File: src/rtl/vector_control_sequencer_if.sv
// rtl/vector_control_sequencer_if.sv - instruction/beat bus of the vector control sequencer; `vl` exists only with VCS_TAIL_MASK_EN
interface vector_control_sequencer_if #(
    parameter int VLEN  = 16,
    parameter int LANES = 4
);
    localparam int BEATS  = VLEN / LANES;
    localparam int BEAT_W = (BEATS > 1) ? $clog2(BEATS) : 1;
    localparam int IDX_W  = (VLEN > 1) ? $clog2(VLEN) : 1;

    logic             flush;
    logic             in_valid;
    logic             in_ready;
    logic [3:0]       Op;
    logic [2:0]       funct3;
    logic [6:0]       funct7;
`ifdef VCS_TAIL_MASK_EN
    logic [$clog2(VLEN+1)-1:0] vl;
`endif
    logic             out_valid;
    logic             out_ready;
    logic             RegWrite;
    logic             ALUSrc;
    logic             MemWrite;
    logic             ResultSrc;
    logic             Branch;
    logic             vectorial;
    logic [1:0]       ImmSrc;
    logic [2:0]       ALUControl;
    logic [BEAT_W-1:0] beat_idx;
    logic [IDX_W-1:0] elem_base;
    logic [LANES-1:0] lane_mask;
    logic             last_beat;

    modport master (
        output flush, in_valid, Op, funct3, funct7, out_ready,
`ifdef VCS_TAIL_MASK_EN
        output vl,
`endif
        input  in_ready, out_valid, RegWrite, ALUSrc, MemWrite, ResultSrc, Branch, vectorial,
               ImmSrc, ALUControl, beat_idx, elem_base, lane_mask, last_beat
    );

    modport slave (
        input  flush, in_valid, Op, funct3, funct7, out_ready,
`ifdef VCS_TAIL_MASK_EN
        input  vl,
`endif
        output in_ready, out_valid, RegWrite, ALUSrc, MemWrite, ResultSrc, Branch, vectorial,
               ImmSrc, ALUControl, beat_idx, elem_base, lane_mask, last_beat
    );
endinterface

File: src/rtl/vector_control_sequencer.sv
// rtl/vector_control_sequencer.sv - decoders plus handshake/beat sequencer; VCS_TAIL_MASK_EN enables vl-driven tail masking
module main_decoder (
    input  logic [3:0] Op,
    output logic       RegWrite,
    output logic       ALUSrc,
    output logic       MemWrite,
    output logic       ResultSrc,
    output logic       Branch,
    output logic       vectorial,
    output logic [1:0] ImmSrc,
    output logic [1:0] ALUOp
);
    // Op[3] marks the vector form, Op[2:0] picks the instruction class
    always_comb begin
        RegWrite  = 1'b0;
        ALUSrc    = 1'b0;
        MemWrite  = 1'b0;
        ResultSrc = 1'b0;
        Branch    = 1'b0;
        ImmSrc    = 2'b00;
        ALUOp     = 2'b00;
        vectorial = Op[3];
        case (Op[2:0])
            3'b000: begin RegWrite = 1'b1; ALUOp = 2'b10; end
            3'b001: begin RegWrite = 1'b1; ALUSrc = 1'b1; ALUOp = 2'b10; end
            3'b010: begin RegWrite = 1'b1; ALUSrc = 1'b1; ResultSrc = 1'b1; end
            3'b011: begin ALUSrc = 1'b1; MemWrite = 1'b1; ImmSrc = 2'b01; end
            3'b100: begin Branch = 1'b1; ImmSrc = 2'b10; ALUOp = 2'b01; end
            3'b101: begin RegWrite = 1'b1; ALUSrc = 1'b1; ImmSrc = 2'b11; end
            default: ;
        endcase
    end
endmodule

module alu_decoder (
    input  logic [1:0] ALUOp,
    input  logic [2:0] funct3,
    input  logic [6:0] funct7,
    input  logic       rtype,
    output logic [2:0] ALUControl
);
    // ALUOp selects add/sub directly or defers to funct3 for arithmetic ops
    always_comb begin
        ALUControl = 3'b000;
        case (ALUOp)
            2'b01: ALUControl = 3'b001;
            2'b10: begin
                case (funct3)
                    3'b000:  ALUControl = (rtype && funct7 == 7'b0100000) ? 3'b001 : 3'b000;
                    3'b111:  ALUControl = 3'b010;
                    3'b110:  ALUControl = 3'b011;
                    3'b100:  ALUControl = 3'b100;
                    3'b010:  ALUControl = 3'b101;
                    3'b001:  ALUControl = 3'b110;
                    3'b101:  ALUControl = 3'b111;
                    default: ALUControl = 3'b000;
                endcase
            end
            default: ALUControl = 3'b000;
        endcase
    end
endmodule

module vector_control_sequencer #(
    parameter int VLEN  = 16,
    parameter int LANES = 4
) (
    input  logic clk,
    input  logic rst,
    vector_control_sequencer_if.slave bus
);
    localparam int BEATS   = VLEN / LANES;
    localparam int BEAT_W  = (BEATS > 1) ? $clog2(BEATS) : 1;
    localparam int IDX_W   = (VLEN > 1) ? $clog2(VLEN) : 1;
    localparam int LANE_SH = (LANES > 1) ? $clog2(LANES) : 0;

    typedef enum logic {IDLE, ISSUE} state_t;

    state_t            state;
    logic [BEAT_W-1:0] last_idx;
    logic              accept;
    logic              retire;

    logic              dec_reg_write, dec_alu_src, dec_mem_write, dec_result_src;
    logic              dec_branch, dec_vectorial;
    logic [1:0]        dec_imm_src, dec_alu_op;
    logic [2:0]        dec_alu_control;

    logic [BEAT_W-1:0] start_last_idx;
    logic [LANES-1:0]  start_mask;
    logic              start_we_ok;
    logic [BEAT_W-1:0] next_idx;
    logic [LANES-1:0]  next_mask;

`ifdef VCS_TAIL_MASK_EN
    localparam int VL_W = $clog2(VLEN + 1);
    logic [VL_W-1:0]   vl_c;
    logic [VL_W-1:0]   vl_q;

    function automatic logic [LANES-1:0] mask_upto(input int active);
        logic [LANES-1:0] m;
        for (int i = 0; i < LANES; i++) m[i] = (i < active);
        return m;
    endfunction
`endif

    function automatic logic [IDX_W-1:0] base_of(input logic [BEAT_W-1:0] b);
        return IDX_W'(32'(b) << LANE_SH);
    endfunction

    main_decoder u_main_decoder (
        .Op        (bus.Op),
        .RegWrite  (dec_reg_write),
        .ALUSrc    (dec_alu_src),
        .MemWrite  (dec_mem_write),
        .ResultSrc (dec_result_src),
        .Branch    (dec_branch),
        .vectorial (dec_vectorial),
        .ImmSrc    (dec_imm_src),
        .ALUOp     (dec_alu_op)
    );

    alu_decoder u_alu_decoder (
        .ALUOp      (dec_alu_op),
        .funct3     (bus.funct3),
        .funct7     (bus.funct7),
        .rtype      (bus.Op[2:0] == 3'b000),
        .ALUControl (dec_alu_control)
    );

    assign bus.in_ready = !bus.flush &&
                          ((state == IDLE) || (bus.out_valid && bus.out_ready && bus.last_beat));
    assign accept   = bus.in_valid && bus.in_ready;
    assign retire   = bus.out_valid && bus.out_ready;
    assign next_idx = bus.beat_idx + BEAT_W'(1);

    // Beat plan of the offered instruction: how many beats and the mask of its first beat
    always_comb begin
        start_last_idx = '0;
        start_mask     = LANES'(1);
        start_we_ok    = 1'b1;
`ifdef VCS_TAIL_MASK_EN
        vl_c = (bus.vl > VL_W'(VLEN)) ? VL_W'(VLEN) : bus.vl;
        if (dec_vectorial) begin
            if (vl_c == '0) begin
                start_mask  = '0;
                start_we_ok = 1'b0;
            end else begin
                start_last_idx = BEAT_W'(((int'(vl_c) + LANES - 1) >> LANE_SH) - 1);
                start_mask     = mask_upto(int'(vl_c));
            end
        end
`else
        if (dec_vectorial) begin
            start_last_idx = BEAT_W'(BEATS - 1);
            start_mask     = '1;
        end
`endif
    end

    // Mask for the following beat: only the tail beat of a short vector is partial
    always_comb begin
`ifdef VCS_TAIL_MASK_EN
        next_mask = mask_upto(int'(vl_q) - int'(base_of(next_idx)));
`else
        next_mask = bus.lane_mask;
`endif
    end

    // Handshake FSM: accept loads a decoded instruction, retire steps its beats, flush/reset drop it
    always_ff @(posedge clk) begin
        if (rst) begin
            state          <= IDLE;
            last_idx       <= '0;
            bus.out_valid  <= 1'b0;
            bus.RegWrite   <= 1'b0;
            bus.ALUSrc     <= 1'b0;
            bus.MemWrite   <= 1'b0;
            bus.ResultSrc  <= 1'b0;
            bus.Branch     <= 1'b0;
            bus.vectorial  <= 1'b0;
            bus.ImmSrc     <= '0;
            bus.ALUControl <= '0;
            bus.beat_idx   <= '0;
            bus.elem_base  <= '0;
            bus.lane_mask  <= '0;
            bus.last_beat  <= 1'b0;
`ifdef VCS_TAIL_MASK_EN
            vl_q           <= '0;
`endif
        end else if (bus.flush) begin
            state         <= IDLE;
            bus.out_valid <= 1'b0;
        end else if (accept) begin
            state          <= ISSUE;
            last_idx       <= start_last_idx;
            bus.out_valid  <= 1'b1;
            bus.RegWrite   <= dec_reg_write & start_we_ok;
            bus.ALUSrc     <= dec_alu_src;
            bus.MemWrite   <= dec_mem_write & start_we_ok;
            bus.ResultSrc  <= dec_result_src;
            bus.Branch     <= dec_branch;
            bus.vectorial  <= dec_vectorial;
            bus.ImmSrc     <= dec_imm_src;
            bus.ALUControl <= dec_alu_control;
            bus.beat_idx   <= '0;
            bus.elem_base  <= '0;
            bus.lane_mask  <= start_mask;
            bus.last_beat  <= (start_last_idx == '0);
`ifdef VCS_TAIL_MASK_EN
            vl_q           <= vl_c;
`endif
        end else if (retire) begin
            if (bus.last_beat) begin
                state         <= IDLE;
                bus.out_valid <= 1'b0;
            end else begin
                bus.beat_idx  <= next_idx;
                bus.elem_base <= base_of(next_idx);
                bus.lane_mask <= next_mask;
                bus.last_beat <= (next_idx == last_idx);
            end
        end
    end
endmodule

File: src/flat_wrapper.sv
// flat-port wrapper written by rule: the top's interface ports become plain ports
module vector_control_sequencer_flat 
#(
    parameter int VLEN  = 16,
    parameter int LANES = 4
)
  (clk, rst, bus_flush, bus_in_valid, bus_Op, bus_funct3, bus_funct7, bus_out_ready, bus_in_ready, bus_out_valid, bus_RegWrite, bus_ALUSrc, bus_MemWrite, bus_ResultSrc, bus_Branch, bus_vectorial, bus_ImmSrc, bus_ALUControl, bus_beat_idx, bus_elem_base, bus_lane_mask, bus_last_beat);
  vector_control_sequencer_if #(.VLEN(VLEN), .LANES(LANES)) bus_i ();
  input  logic clk;
  input  logic rst;
  input wire logic [$bits(bus_i.flush)-1:0] bus_flush;
  input wire logic [$bits(bus_i.in_valid)-1:0] bus_in_valid;
  input wire logic [$bits(bus_i.Op)-1:0] bus_Op;
  input wire logic [$bits(bus_i.funct3)-1:0] bus_funct3;
  input wire logic [$bits(bus_i.funct7)-1:0] bus_funct7;
  input wire logic [$bits(bus_i.out_ready)-1:0] bus_out_ready;
  output wire logic [$bits(bus_i.in_ready)-1:0] bus_in_ready;
  output wire logic [$bits(bus_i.out_valid)-1:0] bus_out_valid;
  output wire logic [$bits(bus_i.RegWrite)-1:0] bus_RegWrite;
  output wire logic [$bits(bus_i.ALUSrc)-1:0] bus_ALUSrc;
  output wire logic [$bits(bus_i.MemWrite)-1:0] bus_MemWrite;
  output wire logic [$bits(bus_i.ResultSrc)-1:0] bus_ResultSrc;
  output wire logic [$bits(bus_i.Branch)-1:0] bus_Branch;
  output wire logic [$bits(bus_i.vectorial)-1:0] bus_vectorial;
  output wire logic [$bits(bus_i.ImmSrc)-1:0] bus_ImmSrc;
  output wire logic [$bits(bus_i.ALUControl)-1:0] bus_ALUControl;
  output wire logic [$bits(bus_i.beat_idx)-1:0] bus_beat_idx;
  output wire logic [$bits(bus_i.elem_base)-1:0] bus_elem_base;
  output wire logic [$bits(bus_i.lane_mask)-1:0] bus_lane_mask;
  output wire logic [$bits(bus_i.last_beat)-1:0] bus_last_beat;
  assign bus_i.flush = bus_flush;
  assign bus_i.in_valid = bus_in_valid;
  assign bus_i.Op = bus_Op;
  assign bus_i.funct3 = bus_funct3;
  assign bus_i.funct7 = bus_funct7;
  assign bus_i.out_ready = bus_out_ready;
  assign bus_in_ready = bus_i.in_ready;
  assign bus_out_valid = bus_i.out_valid;
  assign bus_RegWrite = bus_i.RegWrite;
  assign bus_ALUSrc = bus_i.ALUSrc;
  assign bus_MemWrite = bus_i.MemWrite;
  assign bus_ResultSrc = bus_i.ResultSrc;
  assign bus_Branch = bus_i.Branch;
  assign bus_vectorial = bus_i.vectorial;
  assign bus_ImmSrc = bus_i.ImmSrc;
  assign bus_ALUControl = bus_i.ALUControl;
  assign bus_beat_idx = bus_i.beat_idx;
  assign bus_elem_base = bus_i.elem_base;
  assign bus_lane_mask = bus_i.lane_mask;
  assign bus_last_beat = bus_i.last_beat;
  vector_control_sequencer #(.VLEN(VLEN), .LANES(LANES)) u_core (.clk(clk), .rst(rst), .bus(bus_i));
endmodule
File: config.mk
export PLATFORM = sky130hd
export DESIGN_NAME = vector_control_sequencer_flat
export DESIGN_NICKNAME = d
export VERILOG_FILES = /design/src/rtl/vector_control_sequencer_if.sv /design/src/rtl/vector_control_sequencer.sv /design/src/flat_wrapper.sv
export SDC_FILE = /design/constraint.sdc
export NUM_CORES = 1
export LEC_CHECK = 0
export ABC_AREA = 1
export CORE_MARGIN = 2
export CORE_UTILIZATION = 42
export CTS_BUF_LIST = sky130_fd_sc_hd__clkbuf_4 sky130_fd_sc_hd__clkbuf_8 sky130_fd_sc_hd__clkbuf_16
export DETAILED_ROUTE_END_ITERATION = 7
export PLACE_DENSITY = 0.84
export SYNTH_ARGS = -nofsm -noshare
export SYNTH_HDL_FRONTEND = slang
export SYNTH_SLANG_ARGS = --single-unit
File: constraint.sdc
create_clock -name clk -period 3.2 [get_ports clk]
set_clock_uncertainty 0.15 [all_clocks]
set_input_delay 0.8 -clock clk [delete_from_list [all_inputs] [get_ports clk]]
set_output_delay 0.8 -clock clk [all_outputs]
set_load 0.01 [all_outputs]
==> flow_summary_export.csv <==
group,metric,value,unit
synthesis,synth_compound_area_share,17.1,%
routing,routedWlPerCell,9.64,um
power,peakVddDrop,223,uV
synthesis,netlist_area,850,um^2
worst_setup_path,worstPathRequired,2.25,ns
cts,htree_levels,1,
routing,routed_wl,1.77,mm
sta,slew_viol_final,0,
synthesis,yosysSeqAreaShare,37.7,%
power,p_clk_share,30.0,%
die,fp.coreArea,0.00194,mm^2
sta,fin_crit_sh,96.4,%
worst_setup_path,reg2reg_to,"u_core.last_idx[0]$_SDFFE_PP0P_",
routing,ant_nets,0,
synthesis,synthDistinctLibCells,26,
worst_setup_path,crit_fanout,3,
min_path,hold_class,"flip-flop to flip-flop",
synthesis,ys_seq_elements,16,
sta,final_hold_viol_count,0,
power,p_total,0.000428,W
global_route,antenna_found_initial,0,
global_route,grt_max_degree,20,
die,rows,16,
layout,multi_input_area,412,um^2
place,place_hpwl,1.43,mm
die,dieArea,0.00240,mm^2
synthesis,yosysTopAreaCell,"dfxtp_1",
worst_setup_path,rr_startpoint,"u_core.bus.last_beat$_SDFFE_PP0P_",
layout,fill_cells,180,
die,die_h,49.0,um
place,dp_slack,0.116,ns
cts,clock-root-buffer,"clkbuf_4",
layout,final_nets,177,
global_route,grt_pass1_vias,735,
power,power.density,341,mW/mm^2
worst_setup_path,start_kind,"input port",
place,gp_congestion,0.780,
sta,fmax,0.324,GHz
layout,diodes,0,
cts,clk_latency,0.28,ns
synthesis,async_flop_share,0,%
min_path,worstHoldStart,"u_core.bus.ALUControl[1]$_SDFFE_PP0P_",
cts,cts_hold_buf,0,
routing,drtIter0Drc,14,
cts,clockBufferDepth,2,
worst_setup_path,setup.worst_path.start,"bus_out_ready",
die,die_x,49.0,um
worst_setup_path,worstPathCellList,"clkdlybuf4s50_1 > nand2_1 > nand2_4 > inv_1 > nor2_1 > clkdlybuf4s50_1",
sta,setup_tns,0,ns
global_route,grt-ovfl-total,0,
power,power.internal,0.000324,W
cts,postCtsSetupRepairBufs,0,
synthesis,yosysMostFrequentCell,"nand2_1",
global_route,grt_pass1_wl,3.00,mm
synthesis,synth-edff-count,0,
worst_setup_path,cp-endpoint,"bus_in_ready",
run_status,status,"complete, no violations",
cts,clk_pin_slew,0.09,ns
cts,numCtsBuffers,3,
worst_setup_path,r2r_cells,7,
cts,cts.sinks,16,
layout,seqCellArea,320,um^2
routing,drc_errors,0,
cts,cts_resized,0,
place,port_buffers,40,
routing,vias,845,
synthesis,yosys-mux-area-fraction,0,%
sta,rsz0062_at_grt,"no",
cts,cts_tree,"done",
flow_run,cap_violations,0,
die,start_util,43.8,%
layout,syn_to_final_growth,47.9,%
sta,period_needed,3.09,ns
power,seq_power_share,49.3,%
routing,firstDrtPassIters,4,
die,ios,43,
worst_setup_path,r2r_slack,1.83,ns
worst_setup_path,path_class,"input port to output port",
synthesis,synthFlopType,"dfxtp_1",
synthesis,synth_top_family_by_area,"simple AND/OR/NAND/NOR gates",
power,power_switching,0.000105,W
worst_setup_path,cp.arrival,2.14,ns
synthesis,synth_xor_area_share,2.06,%
global_route,grt_usage,16.0,%
synthesis,synth_warnings,0,
synthesis,synth_common_cells,"30 x nand2_1, 16 x dfxtp_1, 16 x nor2_1",
worst_setup_path,crit_top_cell,"clkdlybuf4s50_1",
synthesis,synth_cells,121,
worst_setup_path,slowest_stage,"clkdlybuf4s50_1",
power,p_sw_share,24.4,%
sta,setup_violations,0,
worst_setup_path,critPathCaptureType,"output port",
synthesis,synth_area_leaders,"dfxtp_1 38%, nand2_1 13%, nor2_1 7.1%",
power,combPwrFrac,20.7,%
sta,fin_ws,0.114,ns
synthesis,syn_area_per_cell,7.02,um^2
layout,layout-drive-gt1-share,8.28,%
routing,viasPerCell,4.59,
worst_setup_path,critical_path.max_stage_delay,0.54,ns
synthesis,yosysTopAreaCellShare,37.7,%
power,power.leakage,0.506,nW
synthesis,synthAdderAreaFrac,0,%
synthesis,yosys.area_share.simple,28.4,%
power by group through the flow:
stage / Sequential (W) / Combinational (W) / Clock, W
after global routing: 0.000212 / 0.0000983 / 0.000142
after detailed placement: 0.000216 / 0.0000892 / 0
after global placement: 0.000215 / 0.0000874 / 0
final: 0.000211 / 0.0000887 / 0.000129
after CTS: 0.000211 / 0.0000894 / 0.000134
after floorplan: 0.000219 / 0.0000414 / 0
final cells by class:
cell class / instances / area share (%)
Sequential cell: 16 / 25.5
Inverter: 14 / 4.28
Timing Repair Buffer: 40 / 31.9
Clock buffer: 4 / 2.89
Multi-Input combinational cell: 83 / 32.8
Tap cell: 27 / 2.69
per-stage QoR:
step	area [um^2]	utilization, %	instances	hold WS, ns
2_1_floorplan	853	-	122	0.326
3_3_place_gp	1220	62.8	180	0.296
3_5_place_dp	1220	62.8	180	0.304
4_1_cts	1260	64.7	184	0.320
5_1_grt	1260	64.7	184	0.336
6_report	1260	64.7	184	0.319
worst max-delay path, delay by kind of cell:
kind	cells	cell delay [ns]
buffers and inverters	3	1.06
AND/OR/NAND/NOR	3	0.27
cells by family after synthesis:
kind of cell	after synthesis
buffers and inverters	23
other	1
AOI/OAI and AO/OA	24
DFF	16
xor gates and xnor gates	2
and+or+nand+nor	55
how the worst min path moves through the flow:
stage / end / slack [ns] / cells past startpoint
finish: u_core.bus.ALUControl[1]$_SDFFE_PP0P_ / 0.32 / 2
global route: u_core.bus.ALUControl[1]$_SDFFE_PP0P_ / 0.34 / 2
CTS: u_core.bus.ALUControl[1]$_SDFFE_PP0P_ / 0.32 / 2
detailed placement: u_core.bus.lane_mask[0]$_SDFFE_PP0P_ / 0.30 / 1
global placement: u_core.bus.lane_mask[0]$_SDFFE_PP0P_ / 0.30 / 1
floorplan: u_core.bus.ALUControl[1]$_SDFFE_PP0P_ / 0.33 / 2
flip-flops by register name, summed over array words and instances (netlist names):
signal	flops
u_core.bus.ResultSrc	1
u_core.bus.ALUSrc	1
u_core.bus.last_beat	1
u_core.bus.Branch	1
u_core.bus.elem_base	2
u_core.bus.ALUControl	3
u_core.bus.lane_mask	1
u_core.bus.RegWrite	1
u_core.state	1
u_core.bus.MemWrite	1
u_core.bus.ImmSrc	2
u_core.last_idx	1
cell usage in the layout, fill, tap and decap left out:
master,instances
a211oi_2,1
a21oi_2,1
o21a_1,2
a31oi_1,1
nand3_1,4
nand2_1,30
a21oi_1,10
nor2_1,16
or2_2,1
clkbuf_8,1
o21ai_1,2
clkinv_2,1
o31ai_2,1
inv_1,12
nand2_4,1
xnor2_1,1
xor2_1,1
nand3_4,1
dfxtp_1,16
nand3b_1,1
nor2_2,1
o21ai_0,6
conb_1,2
inv_2,1
clkbuf_4,3
clkdlybuf4s50_1,40
routing by layer:
metal	vias to the layer above	global-route usage (%)	routed length [um]
met5	-	0	0
met4	0	8.57	0
met3	0	3.37	133
met2	35	28.1	885
met1	364	18.0	755
li1	446	-	-
No activity file was read; power rests on OpenSTA's default activity.
